<file path="config.mk">
export PLATFORM = sky130hd
export DESIGN_NAME = pic_bus_control_logic_flat
export DESIGN_NICKNAME = d
export VERILOG_FILES = /design/src/rtl/pic_pkg.sv /design/src/rtl/pic_bus_control_logic_if.sv /design/src/rtl/pic_bus_control_logic.sv /design/src/flat_wrapper.sv
export SDC_FILE = /design/constraint.sdc
export NUM_CORES = 1
export LEC_CHECK = 0
export CORE_AREA = 2 2 50 75
export CTS_CLUSTER_DIAMETER = 150
export DETAILED_ROUTE_END_ITERATION = 10
export DIE_AREA = 0 0 52 77
export HOLD_SLACK_MARGIN = 0.15
export PLACE_DENSITY = 0.81
export SLEW_MARGIN = 10
export SYNTH_ARGS = -nofsm -noshare
export SYNTH_HDL_FRONTEND = slang
export SYNTH_SLANG_ARGS = --single-unit
</file>
<file path="constraint.sdc">
create_clock -name clk -period 2.05 [get_ports clk]
set_clock_uncertainty 0.1 [all_clocks]
set_input_delay 0.3075 -clock clk [delete_from_list [all_inputs] [get_ports clk]]
set_output_delay 0.3075 -clock clk [all_outputs]
set_load 0.01 [all_outputs]
</file>
<file path="src/rtl/pic_pkg.sv">
// Shared types and constants for the 8259A-compatible interrupt controller.
//   init_state_e : ICW initialization sequencer states
//   strobe_t     : one-cycle control-word strobes driven downstream
package pic_pkg;

  localparam int unsigned DATA_W   = 8;
  localparam int unsigned ICW1_SEL = 4;  // d[4]=1 with A0=0 marks ICW1
  localparam int unsigned OCW3_SEL = 3;  // d[3] splits OCW2 (0) from OCW3 (1)
  localparam int unsigned SNGL     = 1;  // ICW1: single controller, skip ICW3
  localparam int unsigned IC4      = 0;  // ICW1: ICW4 follows

  typedef enum logic [1:0] {
    READY     = 2'd0,
    WAIT_ICW2 = 2'd1,
    WAIT_ICW3 = 2'd2,
    WAIT_ICW4 = 2'd3
  } init_state_e;

  typedef struct packed {
    logic icw1;
    logic icw2;
    logic icw3;
    logic icw4;
    logic ocw1;
    logic ocw2;
    logic ocw3;
  } strobe_t;

endpackage

</file>
<file path="src/rtl/pic_bus_control_logic_if.sv">
// CPU-side bus of the interrupt controller.
//   master : CPU side, drives chip select, strobes, address and write data
//   slave  : controller side, returns read data and the read-cycle flag
interface pic_bus_control_logic_if;
  import pic_pkg::*;

  logic              CS_bar;
  logic              RD_bar;
  logic              WR_bar;
  logic              A0;
  logic [DATA_W-1:0] data_bus_buffer_in;
  logic [DATA_W-1:0] data_bus_buffer_out;
  logic              read;

  modport master (
    output CS_bar, RD_bar, WR_bar, A0, data_bus_buffer_in,
    input  data_bus_buffer_out, read
  );

  modport slave (
    input  CS_bar, RD_bar, WR_bar, A0, data_bus_buffer_in,
    output data_bus_buffer_out, read
  );

endinterface

</file>
<file path="src/rtl/pic_bus_control_logic.sv">
// Bus-interface front end of the interrupt controller: decodes CPU write
// cycles into one-cycle control-word strobes, sequences ICW1..ICW4 and
// returns the IMR shadow on reads.
//   clk, reset         : clock, asynchronous active-low reset
//   bus                : CPU bus (slave modport)
//   internal_bus       : last committed write byte
//   ICW_1..4, OCW_1..3 : one-cycle strobes, one per committed write at most
module pic_bus_control_logic
  import pic_pkg::*;
(
  input  logic                    clk,
  input  logic                    reset,
  pic_bus_control_logic_if.slave  bus,
  output logic [DATA_W-1:0]       internal_bus,
  output logic                    ICW_1,
  output logic                    ICW_2,
  output logic                    ICW_3,
  output logic                    ICW_4,
  output logic                    OCW_1,
  output logic                    OCW_2,
  output logic                    OCW_3
);

  logic              wr_act;
  logic              wr_act_q;
  logic              commit;
  logic              a0_q;
  logic [DATA_W-1:0] data_q;

  init_state_e       state_q,     state_d;
  logic              init_done_q, init_done_d;
  logic              sngl_q,      sngl_d;
  logic              ic4_q,       ic4_d;
  logic [DATA_W-1:0] imr_q,       imr_d;
  logic [DATA_W-1:0] bus_q,       bus_d;
  strobe_t           strobe_q,    strobe_d;

  // Access decode; simultaneous RD/WR low is treated as no access.
  assign wr_act   = !bus.CS_bar && !bus.WR_bar &&  bus.RD_bar;
  assign bus.read = !bus.CS_bar && !bus.RD_bar &&  bus.WR_bar;
  // A write takes effect on the first cycle after its active phase ends.
  assign commit   = wr_act_q && !wr_act;

  assign bus.data_bus_buffer_out = (bus.read && bus.A0) ? imr_q : DATA_W'(0);

  // Write capture: last byte/address seen while the write is active wins.
  always_ff @(posedge clk or negedge reset) begin
    if (!reset) begin
      wr_act_q <= 1'b0;
      a0_q     <= 1'b0;
      data_q   <= '0;
    end else begin
      wr_act_q <= wr_act;
      if (wr_act) begin
        a0_q   <= bus.A0;
        data_q <= bus.data_bus_buffer_in;
      end
    end
  end

  // Sequencer and output registers.
  always_ff @(posedge clk or negedge reset) begin
    if (!reset) begin
      state_q     <= READY;
      init_done_q <= 1'b0;
      sngl_q      <= 1'b0;
      ic4_q       <= 1'b0;
      imr_q       <= '0;
      bus_q       <= '0;
      strobe_q    <= '0;
    end else begin
      state_q     <= state_d;
      init_done_q <= init_done_d;
      sngl_q      <= sngl_d;
      ic4_q       <= ic4_d;
      imr_q       <= imr_d;
      bus_q       <= bus_d;
      strobe_q    <= strobe_d;
    end
  end

  // Control-word decode and ICW sequencing at write commit.
  always_comb begin
    state_d     = state_q;
    init_done_d = init_done_q;
    sngl_d      = sngl_q;
    ic4_d       = ic4_q;
    imr_d       = imr_q;
    bus_d       = bus_q;
    strobe_d    = '0;

    if (commit) begin
      bus_d = data_q;
      if (!a0_q && data_q[ICW1_SEL]) begin
        // ICW1 restarts initialization from any state.
        strobe_d.icw1 = 1'b1;
        sngl_d        = data_q[SNGL];
        ic4_d         = data_q[IC4];
        state_d       = WAIT_ICW2;
        init_done_d   = 1'b0;
      end else begin
        unique case (state_q)
          WAIT_ICW2: begin
            if (a0_q) begin
              strobe_d.icw2 = 1'b1;
              if (!sngl_q) begin
                state_d = WAIT_ICW3;
              end else if (ic4_q) begin
                state_d = WAIT_ICW4;
              end else begin
                state_d     = READY;
                init_done_d = 1'b1;
              end
            end
          end
          WAIT_ICW3: begin
            if (a0_q) begin
              strobe_d.icw3 = 1'b1;
              if (ic4_q) begin
                state_d = WAIT_ICW4;
              end else begin
                state_d     = READY;
                init_done_d = 1'b1;
              end
            end
          end
          WAIT_ICW4: begin
            if (a0_q) begin
              strobe_d.icw4 = 1'b1;
              state_d       = READY;
              init_done_d   = 1'b1;
            end
          end
          READY: begin
            if (init_done_q) begin
              if (a0_q) begin
                strobe_d.ocw1 = 1'b1;
                imr_d         = data_q;
              end else if (!data_q[OCW3_SEL]) begin
                strobe_d.ocw2 = 1'b1;
              end else begin
                strobe_d.ocw3 = 1'b1;
              end
            end
          end
          default: begin
            state_d = READY;
          end
        endcase
      end
    end
  end

  assign internal_bus = bus_q;
  assign ICW_1        = strobe_q.icw1;
  assign ICW_2        = strobe_q.icw2;
  assign ICW_3        = strobe_q.icw3;
  assign ICW_4        = strobe_q.icw4;
  assign OCW_1        = strobe_q.ocw1;
  assign OCW_2        = strobe_q.ocw2;
  assign OCW_3        = strobe_q.ocw3;

endmodule

</file>
<file path="src/flat_wrapper.sv">
// flat-port wrapper written by rule: the top's interface ports become plain ports
module pic_bus_control_logic_flat import pic_pkg::*;
  (clk, reset, internal_bus, ICW_1, ICW_2, ICW_3, ICW_4, OCW_1, OCW_2, OCW_3, bus_CS_bar, bus_RD_bar, bus_WR_bar, bus_A0, bus_data_bus_buffer_in, bus_data_bus_buffer_out, bus_read);
  pic_bus_control_logic_if bus_i ();
  input  logic clk;
  input  logic reset;
  output logic [DATA_W-1:0] internal_bus;
  output logic ICW_1;
  output logic ICW_2;
  output logic ICW_3;
  output logic ICW_4;
  output logic OCW_1;
  output logic OCW_2;
  output logic OCW_3;
  input wire logic [$bits(bus_i.CS_bar)-1:0] bus_CS_bar;
  input wire logic [$bits(bus_i.RD_bar)-1:0] bus_RD_bar;
  input wire logic [$bits(bus_i.WR_bar)-1:0] bus_WR_bar;
  input wire logic [$bits(bus_i.A0)-1:0] bus_A0;
  input wire logic [$bits(bus_i.data_bus_buffer_in)-1:0] bus_data_bus_buffer_in;
  output wire logic [$bits(bus_i.data_bus_buffer_out)-1:0] bus_data_bus_buffer_out;
  output wire logic [$bits(bus_i.read)-1:0] bus_read;
  assign bus_i.CS_bar = bus_CS_bar;
  assign bus_i.RD_bar = bus_RD_bar;
  assign bus_i.WR_bar = bus_WR_bar;
  assign bus_i.A0 = bus_A0;
  assign bus_i.data_bus_buffer_in = bus_data_bus_buffer_in;
  assign bus_data_bus_buffer_out = bus_i.data_bus_buffer_out;
  assign bus_read = bus_i.read;
  pic_bus_control_logic u_core (.clk(clk), .reset(reset), .bus(bus_i), .internal_bus(internal_bus), .ICW_1(ICW_1), .ICW_2(ICW_2), .ICW_3(ICW_3), .ICW_4(ICW_4), .OCW_1(OCW_1), .OCW_2(OCW_2), .OCW_3(OCW_3));
endmodule
</file>
==> results of run 1 <==
metrics by stage:
step / cells / cell area (sq um)
2_1_floorplan: 133 / 1560
3_3_place_gp: 212 / 1990
3_5_place_dp: 212 / 1990
4_1_cts: 222 / 2100
5_1_grt: 222 / 2090
6_report: 222 / 2090
flip-flops by register name (all words and copies together) (netlist names):
signal               count
u_core.init_done_q       1
u_core.ICW_3             1
u_core.OCW_3             1
u_core.internal_bus      8
u_core.imr_q             8
u_core.ICW_1             1
u_core.a0_q              1
u_core.wr_act_q          1
u_core.sngl_q            1
u_core.state_q           2
u_core.OCW_2             1
u_core.OCW_1             1
u_core.data_q            8
u_core.ICW_2             1
u_core.ic4_q             1
u_core.ICW_4             1
final timing paths:
check | start | endpoint | slack, ns
setup / recovery | bus_WR_bar | bus_data_bus_buffer_out[4] | 0.12
hold / removal | u_core.imr_q[2] | u_core.imr_q[2] | 0.39
setup reg to reg | u_core.state_q[1] | u_core.imr_q[7] | 0.33
hold reg to reg | u_core.imr_q[2] | u_core.imr_q[2] | 0.39
max in group asynchronous | reset | u_core.internal_bus[1] | 0.80
min in group asynchronous | reset | u_core.internal_bus[4] | 0.54
report_power, final:
group / total [W] / leakage [nW] / internal, W / switching, W
clock: 0.000520 / 0.0482 / 0.000271 / 0.000249
sequential: 0.00101 / 0.498 / 0.000882 / 0.000132
combinational: 0.000387 / 0.526 / 0.000238 / 0.000149
cells in the mapped netlist (2+ instances only):
| master | instances | area (sq um) |
|---|---|---|
| mux2_1 | 8 | 90.1 |
| inv_2 | 2 | 7.51 |
| o21ai_0 | 5 | 25.0 |
| and3_1 | 8 | 50.1 |
| nand3_1 | 3 | 15.0 |
| nand2_1 | 25 | 93.8 |
| inv_1 | 5 | 18.8 |
| mux2_2 | 7 | 78.8 |
| clkbuf_1 | 3 | 11.3 |
| nor2_1 | 6 | 22.5 |
| mux2_4 | 2 | 30.0 |
| dfrtp_1 | 38 | 951 |
| o31ai_1 | 2 | 15.0 |
layer usage:
metal	part of all wire [%]	vias to the layer above	global-route usage, %
li1	-	545	-
met1	38	580	22.9
met2	53	39	32.2
met3	5.0	12	4.67
met4	3.7	0	10.8
met5	0	-	0
layout make-up:
class / count / area share, %
Clock inverter: 1 / 0.240
Multi-Input combinational cell: 82 / 26.8
Clock buffer: 7 / 4.14
Tap cell: 42 / 2.52
Timing Repair Buffer: 45 / 19.4
Inverter: 7 / 1.26
Sequential cell: 38 / 45.6
kinds of logic after synthesis:
kind of cell,after synthesis,share of synthesized area (%)
flops,38,61.0
compound gates,11,4.57
buf+inv,13,3.45
simple gates,54,18.2
mux,17,12.8
worst max-delay path, delay by kind of cell:
family	cells	cell delay, ns
simple gates	2	0.31
buf+inv	3	0.90
timing repair:
action | in CTS | in global routing
gates resized for setup | 13 | 4
hold endpoints to repair | 38 | 0
setup buffers | 1 | 0
hold buffers | 1 | 0
endpoints found under the setup margin | 9 | 6
==> flow_summary_export.csv, run 1 <==
group,metric,value,unit
synth,syn-cell-area,1560,sq um
setup_path,critPathSlowestCell,"clkdlybuf4s50_1",
cts,clock_path_buffers,2,
final_layout,layout-drive-gt1-share,18.9,%
outcome,status,"completed",
setup_path,endpoint_kind,"output pin",
drt,vias_per_cell,5.30,
setup_path,reg2reg_depth,4,
final_layout,multi_input_area,559,sq um
placed_design,io_buffers,37,
drt,postRouteAntennaNets,0,
die,coreArea,3350,sq um
final_layout,area_delta_synth_final,33.8,%
global_route,antenna_found_initial,0,
synth,ys_ff_latch,38,
die,dieWidth,52,microns
cts,cts_tree,"done",
hold_path,hold_path_class,"register to register",
cts,htree_levels,2,
setup_path,slowest_delay,0.47,ns
drt,routed_wl,3.29,mm
cts,cts_buffers,5,
drt,first_iter_violations,22,
sta,timing.hold.ws,0.391,ns
placed_design,dp_hpwl,2.31,mm
synth,synth.yosys.warnings,0,
cts,cts.sinks,38,
global_route,grt_start_max_net_pins,39,
global_route,grt_pass1_wl,5.89,mm
hold_path,min_path_cells,1,
synth,ys_seq_area_share,61.0,%
final_layout,nets,193,
die,rows,26,
flow_run,cap_violations,0,
sta,finalMaxSlewViolations,0,
setup_path,arrival,1.52,ns
synth,synth_ff_type,"dfrtp_1",
placed_design,dp_slack,-0.210,ns
pwr,p_per_area,921,nW/um^2
cts,clkSlewWorstSetupHoldPaths,0.07,ns
die,fp.dieArea,4000,sq um
sta,period_needed,1.93,ns
sta,final-hold-violation-count,0,
sta,fin_ws,0.121,ns
final_layout,num-fill-cells,273,
drt,routedWlPerCell,14.8,microns
setup_path,cp_data_required_time,1.64,ns
synth,synthCells,133,
final_layout,final_cell_mix,"38 x dfrtp_1, 27 x clkdlybuf4s50_1, 25 x nand2_1",
pwr,ir_worst_vdd,676,uV
die,io_pins,38,
drt,drcViolationCount,0,
synth,synth_edf_count,0,
drt,vias,1176,
sta,rsz0062_at_grt,"no",
synth,yosysUniqueCellTypes,32,
final_layout,final_common_cell,"dfrtp_1",
final_layout,utilization,62.2,%
setup_path,crit_type,"input port to output pin",
placed_design,routabilityCongestion,0.830,
sta,slew_headroom,45.9,%
global_route,grt_use_total,19.6,%
synth,syn_nets,147,
setup_path,worstPathMaxFanout,7,
final_layout,seq_area,951,sq um
sta,fmax,0.519,GHz
synth,avgSynthCellArea,11.7,sq um
sta,tns,0,ns
sta,worst_pin_slew,0.812,ns
pwr,p_leak,1.07,nW
sta,setup_viol,0,
setup_path,path_cells,"clkdlybuf4s50_1 > nor3b_2 > buf_4 > and3_1 > dlygate4sd2_1",
pwr,power,0.00192,W
synth,async_reset_ff_share,100,%
die,die_h,77,microns
cts,insertion_delay,0.29,ns
global_route,grt_pass1_vias,1293,
global_route,grt_overflow_total,0,
die,start_util,46.5,%
cts,cts_root_buf,"clkbuf_8",
drt,drt_pre_antenna_iters,4,
final_layout,antennaDiodeCount,0,
setup_path,critPathLaunchType,"input port",
sta,period_share,94.1,%
(Power assumes the default switching activity.)
==> run 2: changes to the inputs <==
Settings changed: CELL_PAD_IN_SITES_DETAIL_PLACEMENT set to 1, CELL_PAD_IN_SITES_GLOBAL_PLACEMENT set to 1, CORE_AREA 2 2 50 75 to 2 2 56 84, DIE_AREA 0 0 52 77 to 0 0 58 86.
==> run 2 against run 1 <==
Net effect: global-route usage is 2.0 points lower; setup slack worse by 0.043 ns; utilization decreased by 12 points; clock power rose by 21%; total power is 6.9% higher; fmax is 2.2% lower; via count increased by 0.77%; combinational power rose by 5%; clock-buffer cell count down 1.
==> flow_summary_export.csv, run 2 (synthesis gave the netlist of run 1 again) <==
group,metric,value,unit
final_layout,seq_area,951,sq um
final_layout,layout-drive-gt1-share,18.8,%
sta,period_share,96.2,%
sta,fmax,0.507,GHz
pwr,p_leak,1.08,nW
die,start_util,37.0,%
final_layout,antennaDiodeCount,0,
cts,cts_tree,"done",
pwr,combPwrFrac,19.7,%
cts,htree_levels,2,
sta,rsz0062_at_grt,"no",
hold_path,hold_path_class,"input port to async pin",
setup_path,worstPathMaxFanout,5,
setup_path,critPathSlowestCell,"clkdlybuf4s50_1",
cts,cts_buffers,5,
pwr,seqPwrFrac,49.6,%
placed_design,routabilityCongestion,0.776,
setup_path,crit_type,"input port to output pin",
sta,final-hold-violation-count,0,
final_layout,final_cell_mix,"38 x dfrtp_1, 28 x clkdlybuf4s50_1, 25 x nand2_1",
final_layout,num-fill-cells,446,
global_route,antenna_found_initial,0,
drt,postRouteAntennaNets,0,
pwr,power,0.00205,W
final_layout,multi_input_area,559,sq um
pwr,swShare,27.7,%
cts,clkSlewWorstSetupHoldPaths,0.08,ns
sta,slew_headroom,69.1,%
sta,period_needed,1.97,ns
setup_path,arrival,1.56,ns
sta,tns,0,ns
setup_path,cp_data_required_time,1.64,ns
global_route,grt_start_max_net_pins,39,
final_layout,final_common_cell,"dfrtp_1",
global_route,grt_pass1_wl,6.47,mm
die,fp.dieArea,4990,sq um
die,dieWidth,58,microns
drt,routedWlPerCell,17.0,microns
drt,routed_wl,3.86,mm
cts,cts_root_buf,"clkbuf_8",
setup_path,critical_path.reg2reg.startpoint,"u_core.state_q[0]",
global_route,grt_overflow_total,0,
cts,cts.sinks,38,
drt,drcViolationCount,0,
global_route,grt_use_total,17.6,%
sta,finalMaxSlewViolations,0,
die,coreArea,4210,sq um
drt,drt_pre_antenna_iters,4,
final_layout,nets,194,
placed_design,numPlacedInstances,217,
sta,worst_pin_slew,0.463,ns
placed_design,io_buffers,37,
die,die_h,86,microns
cts,clock_path_buffers,2,
pwr,p_int,0.00148,W
final_layout,utilization,50.4,%
cts,ctsHoldBuffers,0,
setup_path,critPathLaunchType,"input port",
pwr,ir_worst_vdd,807,uV
final_layout,fin_cells,227,
setup_path,slowest_delay,0.47,ns
drt,first_iter_violations,34,
global_route,grt_pass1_vias,1315,
die,rows,29,
drt,vias,1185,
sta,setup_viol,0,
pwr,power.switching,0.000569,W
outcome,status,"completed",
setup_path,endpoint_kind,"output pin",
sta,timing.hold.ws,0.336,ns
placed_design,dp_hpwl,2.76,mm
pwr,p_per_area,968,nW/um^2
die,io_pins,38,
setup_path,path_cells,"clkdlybuf4s50_1 > nor3b_2 > buf_4 > and3_1 > dlygate4sd2_1",
pwr,p_clk_share,30.7,%
flow_run,cap_violations,0,
setup_path,cp-startpoint,"bus_WR_bar",
drt,vias_per_cell,5.22,
cts,insertion_delay,0.29,ns
final_layout,area_delta_synth_final,36.0,%
## run 2: cell count changes in the layout (fill, tap and decap cells not counted), sizes merged
cell           delta
dlygate4sd2       +1
clkbuf            -1
clkinv            -1
bufinv            +1
dlygate4sd3       -1
clkinvlp          +1
clkdlybuf4s50     +1
## run 2: repair_timing
action / in CTS / in global routing
resized for setup: 13 / 2
buffers inserted: 1 / 0
setup endpoints to repair: 9 / 2
cloned: 1 / 0
## run 2: final timing paths
check	slack (ns)	end	depth (start not counted)
max	0.08	bus_data_bus_buffer_out[3]	5
min	0.34	u_core.imr_q[0]	2
max reg2reg	0.33	u_core.imr_q[5]	4
min reg2reg	0.40	u_core.imr_q[2]	1
max in group asynchronous	1.19	u_core.init_done_q	2
min in group clk	0.40	u_core.imr_q[2]	1
## run 2: cell type report
cell class / instances / share of cell area [%]
flip-flops and latches: 38 / 44.8
clock buffers: 6 / 3.42
clock inverters: 2 / 1.77
repair buffers: 46 / 19.6
inverters: 7 / 1.24
multi-input cells: 82 / 26.4
well taps: 46 / 2.71
## run 2: critical path: cells and delay by family
family                 cells  cell delay, ns
and+or+nand+nor            2            0.35
buffers and inverters      3            0.90
## run 2: per-stage QoR
stage / setup WS (ns) / instance area [sq um]
2_1_floorplan: 0.444 / 1560
3_3_place_gp: -0.173 / 2010
3_5_place_dp: -0.231 / 2010
4_1_cts: 0.00310 / 2130
5_1_grt: 0.0162 / 2120
6_report: 0.0787 / 2120
## run 2: power groups by stage
stage               registers, W  logic (W)  clock network (W)
detailed placement       0.00103   0.000406                  0
floorplan               0.000981   0.000226                  0
finish                   0.00102   0.000405           0.000630
global placement         0.00101   0.000380                  0
global route             0.00104   0.000437           0.000669
CTS                      0.00102   0.000410           0.000650
## run 2: routing by layer
layer	share of wire [%]	track usage, %
met5	0	0
met2	57	30.9
met4	2.1	9.30
met3	3.7	4.07
met1	38	19.2
